$ cat config.mk
export PLATFORM = sky130hd
export DESIGN_NAME = vga_timing_out
export DESIGN_NICKNAME = d
export VERILOG_FILES = /design/src/rtl/vga_timing_out_pkg.sv /design/src/rtl/vga_timing_out_delay_line.sv /design/src/rtl/vga_timing_out.sv
export SDC_FILE = /design/constraint.sdc
export NUM_CORES = 1
export LEC_CHECK = 0
export ABC_CLOCK_PERIOD_IN_PS = 5400
export CAP_MARGIN = 10
export CORE_MARGIN = 2
export CORE_UTILIZATION = 40
export DETAILED_ROUTE_END_ITERATION = 6
export GPL_TIMING_DRIVEN = 0
export PLACE_DENSITY = 0.77
export SETUP_SLACK_MARGIN = 0.5
export SLEW_MARGIN = 25
export SYNTH_ARGS = -nofsm -noshare
export SYNTH_HDL_FRONTEND = slang
export SYNTH_HIERARCHICAL = 1
export SYNTH_SLANG_ARGS = --single-unit
$ cat constraint.sdc
create_clock -name clk -period 5.4 [get_ports clk]
set_clock_uncertainty 0.05 [all_clocks]
set_input_delay 0.81 -clock clk [delete_from_list [all_inputs] [get_ports clk]]
set_output_delay 0.81 -clock clk [all_outputs]
set_load 0.02 [all_outputs]
$ cat src/rtl/vga_timing_out_pkg.sv
// Shared constants and types for the VGA raster timing / output stage.
// Holds the 1280x1024@60 timing set and the default background colour.
`timescale 1ns/1ps
package vga_timing_out_pkg;

    localparam logic [23:0] COLOR_BACKGROUND = 24'h000000;

    localparam int VGA_1280X1024_H_VISIBLE = 1280;
    localparam int VGA_1280X1024_H_FP      = 48;
    localparam int VGA_1280X1024_H_SYNC    = 112;
    localparam int VGA_1280X1024_H_BP      = 248;
    localparam int VGA_1280X1024_V_VISIBLE = 1024;
    localparam int VGA_1280X1024_V_FP      = 1;
    localparam int VGA_1280X1024_V_SYNC    = 3;
    localparam int VGA_1280X1024_V_BP      = 38;

    // Timing signals as carried through the delay line; syncs already at pin polarity.
    typedef struct packed {
        logic hs;
        logic vs;
        logic de;
    } sync_t;

    function automatic logic sync_level(input logic active, input logic pol);
        return active ? pol : ~pol;
    endfunction

endpackage

$ cat src/rtl/vga_timing_out_delay_line.sv
// Fixed-depth shift register with synchronous reset to RESET_VAL.
// DEPTH = 0 degenerates to a plain wire.
`timescale 1ns/1ps
module vga_timing_out_delay_line #(
    parameter int              WIDTH     = 1,
    parameter int              DEPTH     = 1,
    parameter logic [WIDTH-1:0] RESET_VAL = '0
) (
    input  logic             clk,
    input  logic             rst,
    input  logic [WIDTH-1:0] sample,
    output logic [WIDTH-1:0] delayed
);

    if (DEPTH == 0) begin : g_pass
        logic unused_clk_rst;
        assign unused_clk_rst = clk ^ rst;
        assign delayed = sample;
    end else begin : g_shift
        logic [DEPTH-1:0][WIDTH-1:0] stages;

        always_ff @(posedge clk) begin
            if (rst) begin
                stages <= {DEPTH{RESET_VAL}};
            end else begin
                stages[0] <= sample;
                for (int i = 1; i < DEPTH; i++) begin
                    stages[i] <= stages[i-1];
                end
            end
        end

        assign delayed = stages[DEPTH-1];
    end

endmodule

$ cat src/rtl/vga_timing_out.sv
// Raster counters, sync generation and registered RGB output for the video path.
// HS/VS/DE are delayed by DRAW_LATENCY so they line up with draw_field's colour.
`timescale 1ns/1ps
module vga_timing_out
    import vga_timing_out_pkg::*;
#(
    parameter int          PIX_WIDTH    = 12,
    parameter int          H_VISIBLE    = VGA_1280X1024_H_VISIBLE,
    parameter int          H_FP         = VGA_1280X1024_H_FP,
    parameter int          H_SYNC       = VGA_1280X1024_H_SYNC,
    parameter int          H_BP         = VGA_1280X1024_H_BP,
    parameter int          V_VISIBLE    = VGA_1280X1024_V_VISIBLE,
    parameter int          V_FP         = VGA_1280X1024_V_FP,
    parameter int          V_SYNC       = VGA_1280X1024_V_SYNC,
    parameter int          V_BP         = VGA_1280X1024_V_BP,
    parameter bit          SYNC_POL     = 1'b1,
    parameter int          DRAW_LATENCY = 2,
    parameter logic [23:0] BG_COLOR     = COLOR_BACKGROUND
) (
    input  logic                 clk,
    input  logic                 rst_i,
    output logic [PIX_WIDTH-1:0] pix_x_o,
    output logic [PIX_WIDTH-1:0] pix_y_o,
    output logic                 pix_visible_o,
    output logic                 vblank_start_o,
    input  logic [23:0]          draw_data_i,
    input  logic                 draw_data_en_i,
    output logic [23:0]          vga_rgb_o,
    output logic                 vga_hs_o,
    output logic                 vga_vs_o,
    output logic                 vga_de_o
);

    localparam int H_TOTAL = H_VISIBLE + H_FP + H_SYNC + H_BP;
    localparam int V_TOTAL = V_VISIBLE + V_FP + V_SYNC + V_BP;
    localparam logic [2:0] DELAY_RESET = {~SYNC_POL, ~SYNC_POL, 1'b0};

    if ((2 ** PIX_WIDTH) < H_TOTAL || (2 ** PIX_WIDTH) < V_TOTAL) begin : g_bad_width
        $error("vga_timing_out: PIX_WIDTH too small for H_TOTAL/V_TOTAL");
    end
    if (DRAW_LATENCY < 0 || DRAW_LATENCY > 8) begin : g_bad_latency
        $error("vga_timing_out: DRAW_LATENCY must be 0..8");
    end

    logic [PIX_WIDTH-1:0] h_cnt, v_cnt;
    logic [PIX_WIDTH-1:0] h_next, v_next;
    logic [31:0]          h_ext, v_ext;
    logic                 h_last, v_last;
    logic                 hs_raw, vs_raw;
    sync_t                raw, delayed;

    assign h_ext  = 32'(h_cnt);
    assign v_ext  = 32'(v_cnt);
    assign h_last = (h_ext == 32'(H_TOTAL - 1));
    assign v_last = (v_ext == 32'(V_TOTAL - 1));

    always_comb begin
        h_next = h_last ? '0 : h_cnt + PIX_WIDTH'(1);
        v_next = v_cnt;
        if (h_last) begin
            v_next = v_last ? '0 : v_cnt + PIX_WIDTH'(1);
        end
    end

    // vblank_start is decoded from the next counter values so it is high
    // in the same cycle the counters show (0, V_VISIBLE).
    always_ff @(posedge clk) begin
        if (rst_i) begin
            h_cnt          <= '0;
            v_cnt          <= '0;
            vblank_start_o <= 1'b0;
        end else begin
            h_cnt          <= h_next;
            v_cnt          <= v_next;
            vblank_start_o <= (h_next == '0) && (32'(v_next) == 32'(V_VISIBLE));
        end
    end

    assign pix_x_o       = h_cnt;
    assign pix_y_o       = v_cnt;
    assign pix_visible_o = (h_ext < 32'(H_VISIBLE)) && (v_ext < 32'(V_VISIBLE));

    assign hs_raw = (h_ext >= 32'(H_VISIBLE + H_FP)) && (h_ext < 32'(H_VISIBLE + H_FP + H_SYNC));
    assign vs_raw = (v_ext >= 32'(V_VISIBLE + V_FP)) && (v_ext < 32'(V_VISIBLE + V_FP + V_SYNC));

    always_comb begin
        raw.hs = sync_level(hs_raw, SYNC_POL);
        raw.vs = sync_level(vs_raw, SYNC_POL);
        raw.de = pix_visible_o;
    end

    vga_timing_out_delay_line #(
        .WIDTH    (3),
        .DEPTH    (DRAW_LATENCY),
        .RESET_VAL(DELAY_RESET)
    ) u_delay (
        .clk    (clk),
        .rst    (rst_i),
        .sample (raw),
        .delayed(delayed)
    );

    // Draw inputs only reach the RGB register while delayed DE is high.
    always_ff @(posedge clk) begin
        if (rst_i) begin
            vga_rgb_o <= '0;
            vga_de_o  <= 1'b0;
            vga_hs_o  <= ~SYNC_POL;
            vga_vs_o  <= ~SYNC_POL;
        end else begin
            vga_de_o  <= delayed.de;
            vga_hs_o  <= delayed.hs;
            vga_vs_o  <= delayed.vs;
            vga_rgb_o <= delayed.de ? (draw_data_en_i ? draw_data_i : BG_COLOR) : 24'h0;
        end
    end

endmodule

# Word level (Yosys, flattened, before mapping)
# Cells that the tools add are included.
# totals
reg_bits	58
output_inout_bits	53
wordCells	33
# op_classes
n_eq_ne	3
mux	5
n_reduce_logical	6
magnitude_cmp	6
n_addsub	2
n_bitwise	2
# op_table
operator	n
$lt 12x11->1 const B	4
$eq 12x11->1 const B	3
$mux 12	3
$add 12x1->12 const B	2
$ge 12x11->1 const B	2
$logic_not 12->1	1
$logic_and 1x1->1	4
$reduce_or 3->1	1
$mux 1	2
$not 1->1	2

# Longest topological paths before layout
# Gate-level depths: netlist of the first run.
# logic_depth
ltp_word	5
depth_mapped	9
ltp_nobuf	8

# By module
# Netlist of the first run, hierarchy kept.
# modules_own_cells
mod	area_each_um2	n_inst	cells_each	seq_area_each_um2
vga_timing_out	2269.7	1	249	1041.0
vga_timing_out_delay_line	180.2	1	15	120.1

# Worst setup path before layout of the first run
# OpenSTA, ideal clock, no wires.
# synth_timing
path_type	flip-flop to flip-flop
startpoint	register h_cnt[4], in the netlist pix_x_o[4]
endpoint	register vblank_start_o
stages_incl_launch_ff	9
n_path_buf	2
path_slack_ns	2.435
t_arrival_ns	2.812
synth_period_minus_slack_ns	2.965
path_cell_list	dfxtp_1 -> buf_2 -> or4b_1 -> or4_4 -> buf_6 -> or3_1 -> xnor2_1 -> a2111o_1 -> a2111oi_2
# synth_between
elab_chain_cells	4
# synth_rtl
element	line	text
from (decl)	vga_timing_out.sv:45	logic [PIX_WIDTH-1:0] h_cnt, v_cnt;
from (signal assigned)	vga_timing_out.sv:73	h_cnt <= h_next;
$add 12x1->12 or $eq 12x11->1 (tied branches)	vga_timing_out.sv:58, vga_timing_out.sv:54	
$mux 12 (on tied branches)	vga_timing_out.sv:58, vga_timing_out.sv:60	
$logic_not 12->1 or $eq 12x11->1 (tied branches)	vga_timing_out.sv:75	vblank_start_o <= (h_next == '0) && (32'(v_next) == 32'(V_VISIBLE));
$logic_and 1x1->1 *	vga_timing_out.sv:75	
to (signal assigned)	vga_timing_out.sv:75	
to (decl)	vga_timing_out.sv:25	output logic vblank_start_o,
# Mark *: on every way between the ends. The rest lies on a longest branch, timed or not.
# A chain may end at the register's enable or synchronous reset.

# Worst setup path in the final report of the first run
# layout_timing
startpoint	register h_cnt[0], in the netlist pix_x_o[0]
endpoint	register vblank_start_o
# The elaborated chain is that of the path after synthesis.

==> out/qor.yml, run 1 <==
arrival_ps: 3310
final_area_mm2: 0.00350
worstPathRequired_ps: 5570
drtAntennaViolNets: 0
setup_viol: 0
irDropWorstVdd_uv: 142
reg2reg_slack_ps: 2270
synth.distinct_cells: 43
viasPerCell: 5.07
chipHeight_um: 82.3
core_area_mm2: 0.00592
clk_latency_ps: 330
synth_flop_cell: "dfxtp_1"
grt_max_degree: 11
cts_hold_buf: 0
area_growth_pct: 43.1
dr.pass1.iters: 4
ctsLongestPathBuffers: 2
grt_pass1_wl_um: 9320
io_pins: 80
routed_wl_um: 5970
crit_type: "register to register"
antenna_found_initial: 0
p_leak_nw: 1.36
nNetsFinal: 387
synth_warnings: 6
start_util: 0.414
stdcell_count: 434
post-route-period-util: 0.580
grt-ovfl-total: 0
wl_per_cell_um: 13.8
vias: 2199
reg2reg_depth: 9
cts_setup_buffers: 0
drt_iter0_drc: 72
setup.worst_path.end: "vblank_start_o$_SDFF_PP0_"
root_buffer: "clkbuf_8"
fillers: 510
place_area_mm2: 0.00333
path_max_fanout: 10
reg2reg_from: "pix_x_o[0]$_SDFF_PP0_"
io_buffers: 79
period_needed_ps: 3130
final_cell_mix: "clkdlybuf4s50_1 (79), dfxtp_1 (58), nor2_1 (32)"
worstSetupStartpoint: "pix_x_o[0]$_SDFF_PP0_"
place_inst: 418
rr_endpoint: "vblank_start_o$_SDFF_PP0_"
synth_top_area_cell: "dfxtp_1"
crit_path_end_kind: "register"
postLayoutCoreUtil: 0.592
diodes: 0
cts_tree: "done"
htreeDepth: 3
synth_area_leaders: "dfxtp_1 (47%), and3_1 (6.4%), xnor2_1 (5.4%)"
fin_ws_ps: 2270
grt_pass1_vias: 1991
die_area_mm2: 0.00677
maxSlewViolCount: 0
dp_slack_ps: 2340
rsz0062_at_grt: "no"
yosysSeqAreaShare: 0.474
synthArstFlopShare: 0
drcViolationCount: 0
holdCritStartpoint: "u_delay/g_shift.stages[0]$_SDFF_PP0_"
synth_area_per_cell_um2: 9.28
power_density_mw_per_mm2: 239
hold_path.class: "register to register"
final_common_cell: "clkdlybuf4s50_1"
start_kind: "register"
drive_gt1_frac: 0.0864
rows: 28
cts.sinks: 58
tns_ps: 0
syn_area_mm2: 0.00245
hpwl_um: 4230
slew_headroom: 0.655
post_cts_resized: 0
path_clk_slew_ps: 70
yosys.area.top_type_share: 0.474
synthCells: 264
worst_pin_slew_ps: 517
gp_congestion: 0.916
cts_buffers: 9
ys_seq_elements: 58
dieWidth_um: 82.3
grt_usage: 0.183
hold_viol_final: 0
synth_edf_count: 0
fmax_ghz: 0.319
syn-num-nets: 297
status: "finished clean"
maxCapViolCount: 0
worst max-delay path: stages (launching register included):
cell       delay (ps)
dfxtp_1           400
ha_1              160
clkbuf_1          320
nand2_1           160
or4_4             560
buf_6             160
or3_1             390
xnor2_1           150
a2111o_1          310
a2111oi_2         360
final cells by class:
class	count	area, um^2	area share
Sequential cell	58	1160	0.331
Tap cell	75	93.8	0.0268
Multi-Input combinational cell	175	1140	0.326
Buffer	22	111	0.0318
Clock buffer	10	138	0.0393
Inverter	9	33.8	0.00964
Clock inverter	6	32.5	0.00928
Timing Repair Buffer	79	791	0.226
sequential cells by signal (all words and copies together) (netlist names):
register                count
pix_x_o                    12
vga_vs_o                    1
u_delay/g_shift.stages      3
u_delay/delayed             3
vga_de_o                    1
pix_y_o                    12
vga_rgb_o                  24
vblank_start_o              1
vga_hs_o                    1
per-layer routing:
metal	wire (um)	part of all wire	track usage
met5	0	0	0
met4	136	0.023	0.0983
met3	575	0.096	0.0478
met2	2550	0.43	0.294
met1	2710	0.45	0.223
power breakdown:
part           switching (mW)  internal (mW)  total, mW
logic                  0.0257         0.0332     0.0589
registers             0.00262          0.434      0.436
clock network           0.168          0.174      0.343
cell usage after synthesis, drive strengths merged (9+ instances only):
library cell and n:
and3 25, clkbuf 15, dfxtp 58, inv 9, nand3 11, nand4 10, nor2 32, nor2b 11
xnor2 15
cell families after synthesis:
group / Yosys count / share of synthesized area
and+or+nand+nor: 125 / 0.291
DFF: 58 / 0.474
buffers and inverters: 31 / 0.0592
AOI/OAI and AO/OA: 24 / 0.0725
xor gates and xnor gates: 19 / 0.0679
adders and majority gates: 6 / 0.0306
muxes: 1 / 0.00460
stage by stage:
step	power, mW	hold WS (ps)
after floorplan	0.470	364
after global placement	0.504	366
after detailed placement	0.505	377
after CTS	0.850	397
after global routing	0.869	416
final	0.838	390
worst min-delay path by stage:
stage | endpoint | slack [ps] | cells past startpoint
2_1_floorplan | u_delay/delayed[0]$_SDFF_PP0_ | 360 | 1
3_3_place_gp | u_delay/delayed[2]$_SDFF_PP0_ | 370 | 1
3_5_place_dp | u_delay/delayed[0]$_SDFF_PP0_ | 380 | 1
4_1_cts | u_delay/delayed[0]$_SDFF_PP0_ | 400 | 1
5_1_grt | u_delay/delayed[0]$_SDFF_PP0_ | 420 | 1
6_report | u_delay/delayed[0]$_SDFF_PP0_ | 390 | 1
Power figures use the tool's default switching activity.
==> run 2: changes to the inputs <==
--- a/config.mk
+++ b/config.mk
@@ -5,7 +5,7 @@
 export SDC_FILE = /design/constraint.sdc
 export NUM_CORES = 1
 export LEC_CHECK = 0
-export ABC_CLOCK_PERIOD_IN_PS = 5400
+export ABC_CLOCK_PERIOD_IN_PS = 2900
 export CAP_MARGIN = 10
 export CORE_MARGIN = 2
 export CORE_UTILIZATION = 40
==> constraint.sdc (replaced) <==
create_clock -name clk -period 2.9 [get_ports clk]
set_clock_uncertainty 0.05 [all_clocks]
set_input_delay 0.435 -clock clk [delete_from_list [all_inputs] [get_ports clk]]
set_output_delay 0.435 -clock clk [all_outputs]
set_load 0.02 [all_outputs]
==> run 2 against run 1 <==
Clock-buffer cell count is 2 higher. Wire length is 6.8% higher. Hold slack worse by 3.5 ps. Largest cell class is now multi-input combinational cells. First-iteration DRC count grew 39%.
==> out/qor.yml, run 2 (synthesized netlist as in run 1, its figures left out) <==
status: "finished clean"
reg2reg_slack_ps: 70  # -2200 ps
cts.sinks: 58  # unchanged
grt_usage: 0.187  # +0.00408
postLayoutCoreUtil: 0.616  # +0.0243
ctsLongestPathBuffers: 2  # unchanged
hold_path.class: "register to register"
hpwl_um: 4270  # +0.90%
start_util: 0.414  # unchanged
arrival_ps: 3010  # -300 ps
crit_type: "register to register"
area_growth_pct: 48.9
core_area_mm2: 0.00592  # unchanged
worstSetupStartpoint: "pix_x_o[7]$_SDFF_PP0_"
slew_headroom: 0.617  # -0.0381
chipHeight_um: 82.3  # unchanged
irDropWorstVdd_uv: 303  # +110%
wl_per_cell_um: 14.6  # +6.1%
clk_latency_ps: 340  # about the same
dieWidth_um: 82.3  # unchanged
cts_tree: "done"
gp_congestion: 0.904  # -1.3%
final_cell_mix: "clkdlybuf4s50_1 (78), dfxtp_1 (52), nor2_1 (32)"
worst_pin_slew_ps: 574  # +57.1 ps
io_pins: 80  # unchanged
grt_pass1_wl_um: 9520  # +2.1%
diodes: 0  # unchanged
die_area_mm2: 0.00677  # unchanged
grt_pass1_vias: 2072  # +4.1%
start_kind: "register"
htreeDepth: 3  # unchanged
nNetsFinal: 393  # +1.6%
tns_ps: 0  # unchanged
drtAntennaViolNets: 0  # unchanged
stdcell_count: 437  # +0.69%
root_buffer: "clkbuf_8"
post-route-period-util: 0.976  # +0.396
routed_wl_um: 6380  # +6.8%
period_needed_ps: 2830  # -303 ps
hold_viol_final: 0  # unchanged
cts_hold_buf: 0  # unchanged
drcViolationCount: 0  # unchanged
dp_slack_ps: -85.4  # -2420 ps
vias: 2274  # +3.4%
viasPerCell: 5.20  # +2.7%
antenna_found_initial: 0  # unchanged
cts_buffers: 9  # unchanged
path_max_fanout: 7  # -3
crit_path_end_kind: "register"
power.total_mw: 1.53  # +83%
hold_slack_ps: 387  # -3.55 ps
power_density_mw_per_mm2: 421  # +76%
rows: 28  # unchanged
fmax_ghz: 0.353  # +11%
p_leak_nw: 1.45  # +6.2%
final_area_mm2: 0.00365  # +4.1%
grt-ovfl-total: 0  # unchanged
place_area_mm2: 0.00335  # +0.56%
fin_ws_ps: 68.7  # -2200 ps
rsz0062_at_grt: "yes"
largest-register: "vga_rgb_o"
setup_viol: 0  # unchanged
path_clk_slew_ps: 70  # about the same
drt_iter0_drc: 100  # +39%
holdCritStartpoint: "u_delay/g_shift.stages[2]$_SDFF_PP0_"
maxSlewViolCount: 0  # unchanged
drive_gt1_frac: 0.141  # +0.0545
reg2reg_from: "pix_x_o[7]$_SDFF_PP0_"
final_common_cell: "clkdlybuf4s50_1"
io_buffers: 79  # unchanged
largest_reg_flops: 24  # unchanged
worstPathRequired_ps: 3080  # -2490 ps
maxCapViolCount: 0  # unchanged
dr.pass1.iters: 6  # +2
place_inst: 418  # unchanged
grt_max_degree: 11  # unchanged
-- run 2: cell count changes in the layout (fill, tap and decap cells not counted), sizes merged --
cell / previous run / this run
buf: 7 / 15
clkinv: 5 / 1
clkdlybuf4s50: 79 / 78
clkinvlp: 1 / 0
dlymetal6s2s: 0 / 1
-- run 2: worst paths after layout --
| check | cells past startpoint | endpoint |
|---|---|---|
| setup / recovery | 8 | vblank_start_o$_SDFF_PP0_ |
| hold / removal | 1 | u_delay/delayed[2]$_SDFF_PP0_ |
| setup reg to reg | 8 | vblank_start_o$_SDFF_PP0_ |
| hold reg to reg | 1 | u_delay/delayed[2]$_SDFF_PP0_ |
-- run 2: layer usage --
metal	global-route usage	part of all wire	up-vias
li1	-	-	1107
met1	0.230	0.42	1021
met2	0.290	0.45	134
met3	0.0533	0.11	12
met4	0.110	0.019	0
met5	0	0	-
-- run 2: what timing repair did --
action,in CTS,in global routing
buffers inserted,3,3
pin swaps,4,4
resized for setup,13,15
endpoints found under the setup margin,15,15
hold endpoints to repair,0,0
cloned,0,0
-- run 2: report_power, final --
| group | switching [mW] | total (mW) | leakage, nW | internal, mW |
|---|---|---|---|---|
| sequential | 0.00496 | 0.812 | 0.473 | 0.807 |
| combinational | 0.0486 | 0.112 | 0.898 | 0.0632 |
| clock | 0.293 | 0.611 | 0.0782 | 0.318 |
-- run 2: worst max-delay path, cell delays in order (launching register included) --
cell and delay [ps]:
dfxtp_2 330, buf_4 150, or3b_4 390, or4_4 500, buf_6 150, or3_4 390
xnor2_2 150, a2111o_1 420, a2111oi_4 200
-- run 2: cell type report --
| cell class | instances | area (um^2) |
|---|---|---|
| Timing Repair Buffer | 85 | 842 |
| Clock buffer | 12 | 145 |
| Multi-Input combinational cell | 175 | 1210 |
| Sequential cell | 58 | 1170 |
| Inverter | 9 | 33.8 |
| Buffer | 22 | 149 |
| Tap cell | 75 | 93.8 |
| Clock inverter | 1 | 5.00 |
| Fill cell | 517 | 2270 |
==> run 3: changes to the inputs <==
--- a/config.mk
+++ b/config.mk
@@ -7,7 +7,7 @@
 export LEC_CHECK = 0
 export ABC_CLOCK_PERIOD_IN_PS = 2900
 export CAP_MARGIN = 10
-export CORE_MARGIN = 2
+export CORE_MARGIN = 8
 export CORE_UTILIZATION = 40
 export DETAILED_ROUTE_END_ITERATION = 6
 export GPL_TIMING_DRIVEN = 0
==> run 3 against run 2 <==
Combinational power about the same. Flip-flop and latch count unchanged. Hold slack about the same. Setup slack improved by 30 ps. Final area grew 0.75%. Final cell count stayed put. Critical path depth is the same. Non-clock buffer count fell by 3. Die area up 31%. Clock-buffer cell count unchanged. Global-route usage down 4.0 points. Maximum frequency grew 1.1%.
==> out/qor.yml, run 3 (synthesized netlist as in run 1, its figures left out) <==
largest_reg_flops: 24  # unchanged
final_cell_mix: "clkdlybuf4s50_1 (78), dfxtp_1 (53), nor2_1 (32)"
grt_pass1_vias: 2056  # -0.77%
grt_max_degree: 11  # unchanged
core_area_mm2: 0.00592  # unchanged
postLayoutCoreUtil: 0.621  # +0.00465
maxSlewViolCount: 0  # unchanged
wl_per_cell_um: 14.8  # +1.5%
grt-ovfl-total: 0  # unchanged
rsz0062_at_grt: "yes"
post-route-period-util: 0.966  # -0.0105
critical-path-max-stage-delay_ps: 530  # +30 ps
crit_path_end_kind: "register"
routed_wl_um: 6480  # +1.5%
tns_ps: 0  # unchanged
path_clk_slew_ps: 70  # about the same
power_density_mw_per_mm2: 464  # +10%
status: "finished clean"
cts.sinks: 58  # unchanged
rows: 28  # unchanged
crit_type: "register to register"
area_growth_pct: 50.1
irDropWorstVdd_uv: 362  # +20%
place_area_mm2: 0.00335  # unchanged
worst_pin_slew_ps: 546  # -28.0 ps
crit_chain: "buf_6, or4b_1, or4_4, buf_8, or3_4, xnor2_2, a2111o_1, a2111oi_4"
diodes: 0  # unchanged
arrival_ps: 2980  # -30 ps
die_area_mm2: 0.00888  # +31%
setup_viol: 0  # unchanged
io_pins: 80  # unchanged
hold_viol_final: 0  # unchanged
largest-register: "vga_rgb_o"
gp_congestion: 0.840  # -7.1%
hold_path.class: "register to register"
place_inst: 418  # unchanged
final_common_cell: "clkdlybuf4s50_1"
cts_buffers: 9  # unchanged
fmax_ghz: 0.357  # +1.1%
cts_tree: "done"
drive_gt1_frac: 0.135  # -0.00552
hpwl_um: 4670  # +9.3%
slowest_stage: "or4_4"
p_leak_nw: 1.45  # +0.24%
htreeDepth: 3  # unchanged
slew_headroom: 0.636  # +0.0187
ctsLongestPathBuffers: 2  # unchanged
dr.pass1.iters: 4  # -2
cts_hold_buf: 0  # unchanged
clk_latency_ps: 330  # about the same
drcViolationCount: 0  # unchanged
final_area_mm2: 0.00368  # +0.75%
nNetsFinal: 390  # -0.76%
start_util: 0.414  # unchanged
worstPathRequired_ps: 3080  # about the same
start_kind: "register"
grt_pass1_wl_um: 10200  # +7.4%
root_buffer: "clkbuf_8"
period_needed_ps: 2800  # -30.4 ps
dieWidth_um: 94.3  # +15%
maxCapViolCount: 0  # unchanged
vias: 2225  # -2.2%
path_max_fanout: 5  # -2
chipHeight_um: 94.3  # +15%
drt_iter0_drc: 119  # +19%
drtAntennaViolNets: 0  # unchanged
antenna_found_initial: 0  # unchanged
power.total_mw: 1.70  # +11%
stdcell_count: 437  # unchanged
grt_usage: 0.147  # -0.0403
viasPerCell: 5.09  # -2.2%
io_buffers: 79  # unchanged
==> run 3: cell type report <==
cell class	count	area (um^2)
Fill cell	496	2240
Multi-Input combinational cell	175	1200
Sequential cell	58	1170
Timing Repair Buffer	82	816
Clock buffer	12	166
Buffer	22	143
Tap cell	75	93.8
Clock inverter	4	47.5
Inverter	9	33.8
==> run 3: routing by layer <==
layer	GRT usage	up-vias	wire [um]
li1	-	1107	-
met1	0.188	1003	3000
met2	0.221	111	2750
met3	0.0568	4	690
met4	0.0436	0	41
met5	0	-	0
==> run 3: worst paths after layout <==
| check | start | endpoint | slack, ps | cells past startpoint |
|---|---|---|---|---|
| max reg2reg | pix_x_o[3]$_SDFF_PP0_ | vblank_start_o$_SDFF_PP0_ | 100 | 8 |
| max | pix_x_o[3]$_SDFF_PP0_ | vblank_start_o$_SDFF_PP0_ | 100 | 8 |
| min reg2reg | u_delay/g_shift.stages[0]$_SDFF_PP0_ | u_delay/delayed[0]$_SDFF_PP0_ | 390 | 1 |
| min | u_delay/g_shift.stages[0]$_SDFF_PP0_ | u_delay/delayed[0]$_SDFF_PP0_ | 390 | 1 |
==> run 3: metrics by stage <==
step	setup WS, ps	hold slack, ps
floorplan	22.4	364
global placement	-107	368
detailed placement	-110	373
CTS	106	385
global route	30.5	411
finish	99.1	387
==> run 3: power breakdown <==
group / internal (mW) / leakage (nW) / switching (mW)
Sequential: 0.806 / 0.472 / 0.00489
Clock: 0.470 / 0.108 / 0.314
Combinational: 0.0623 / 0.872 / 0.0481
==> run 3: worst max-delay path: cells and delay by family (launching register included) <==
family,cells,cell delay (ps)
DFF,1,340
AOI/OAI and AO/OA,2,530
buffers and inverters,2,260
xor gates and xnor gates,1,150
and+or+nand+nor,3,1370
==> run 3: repair_timing <==
action,in CTS,in global routing
pin swaps,6,0
setup endpoints to repair,14,19
gates resized for setup,11,11
buffers inserted,3,0
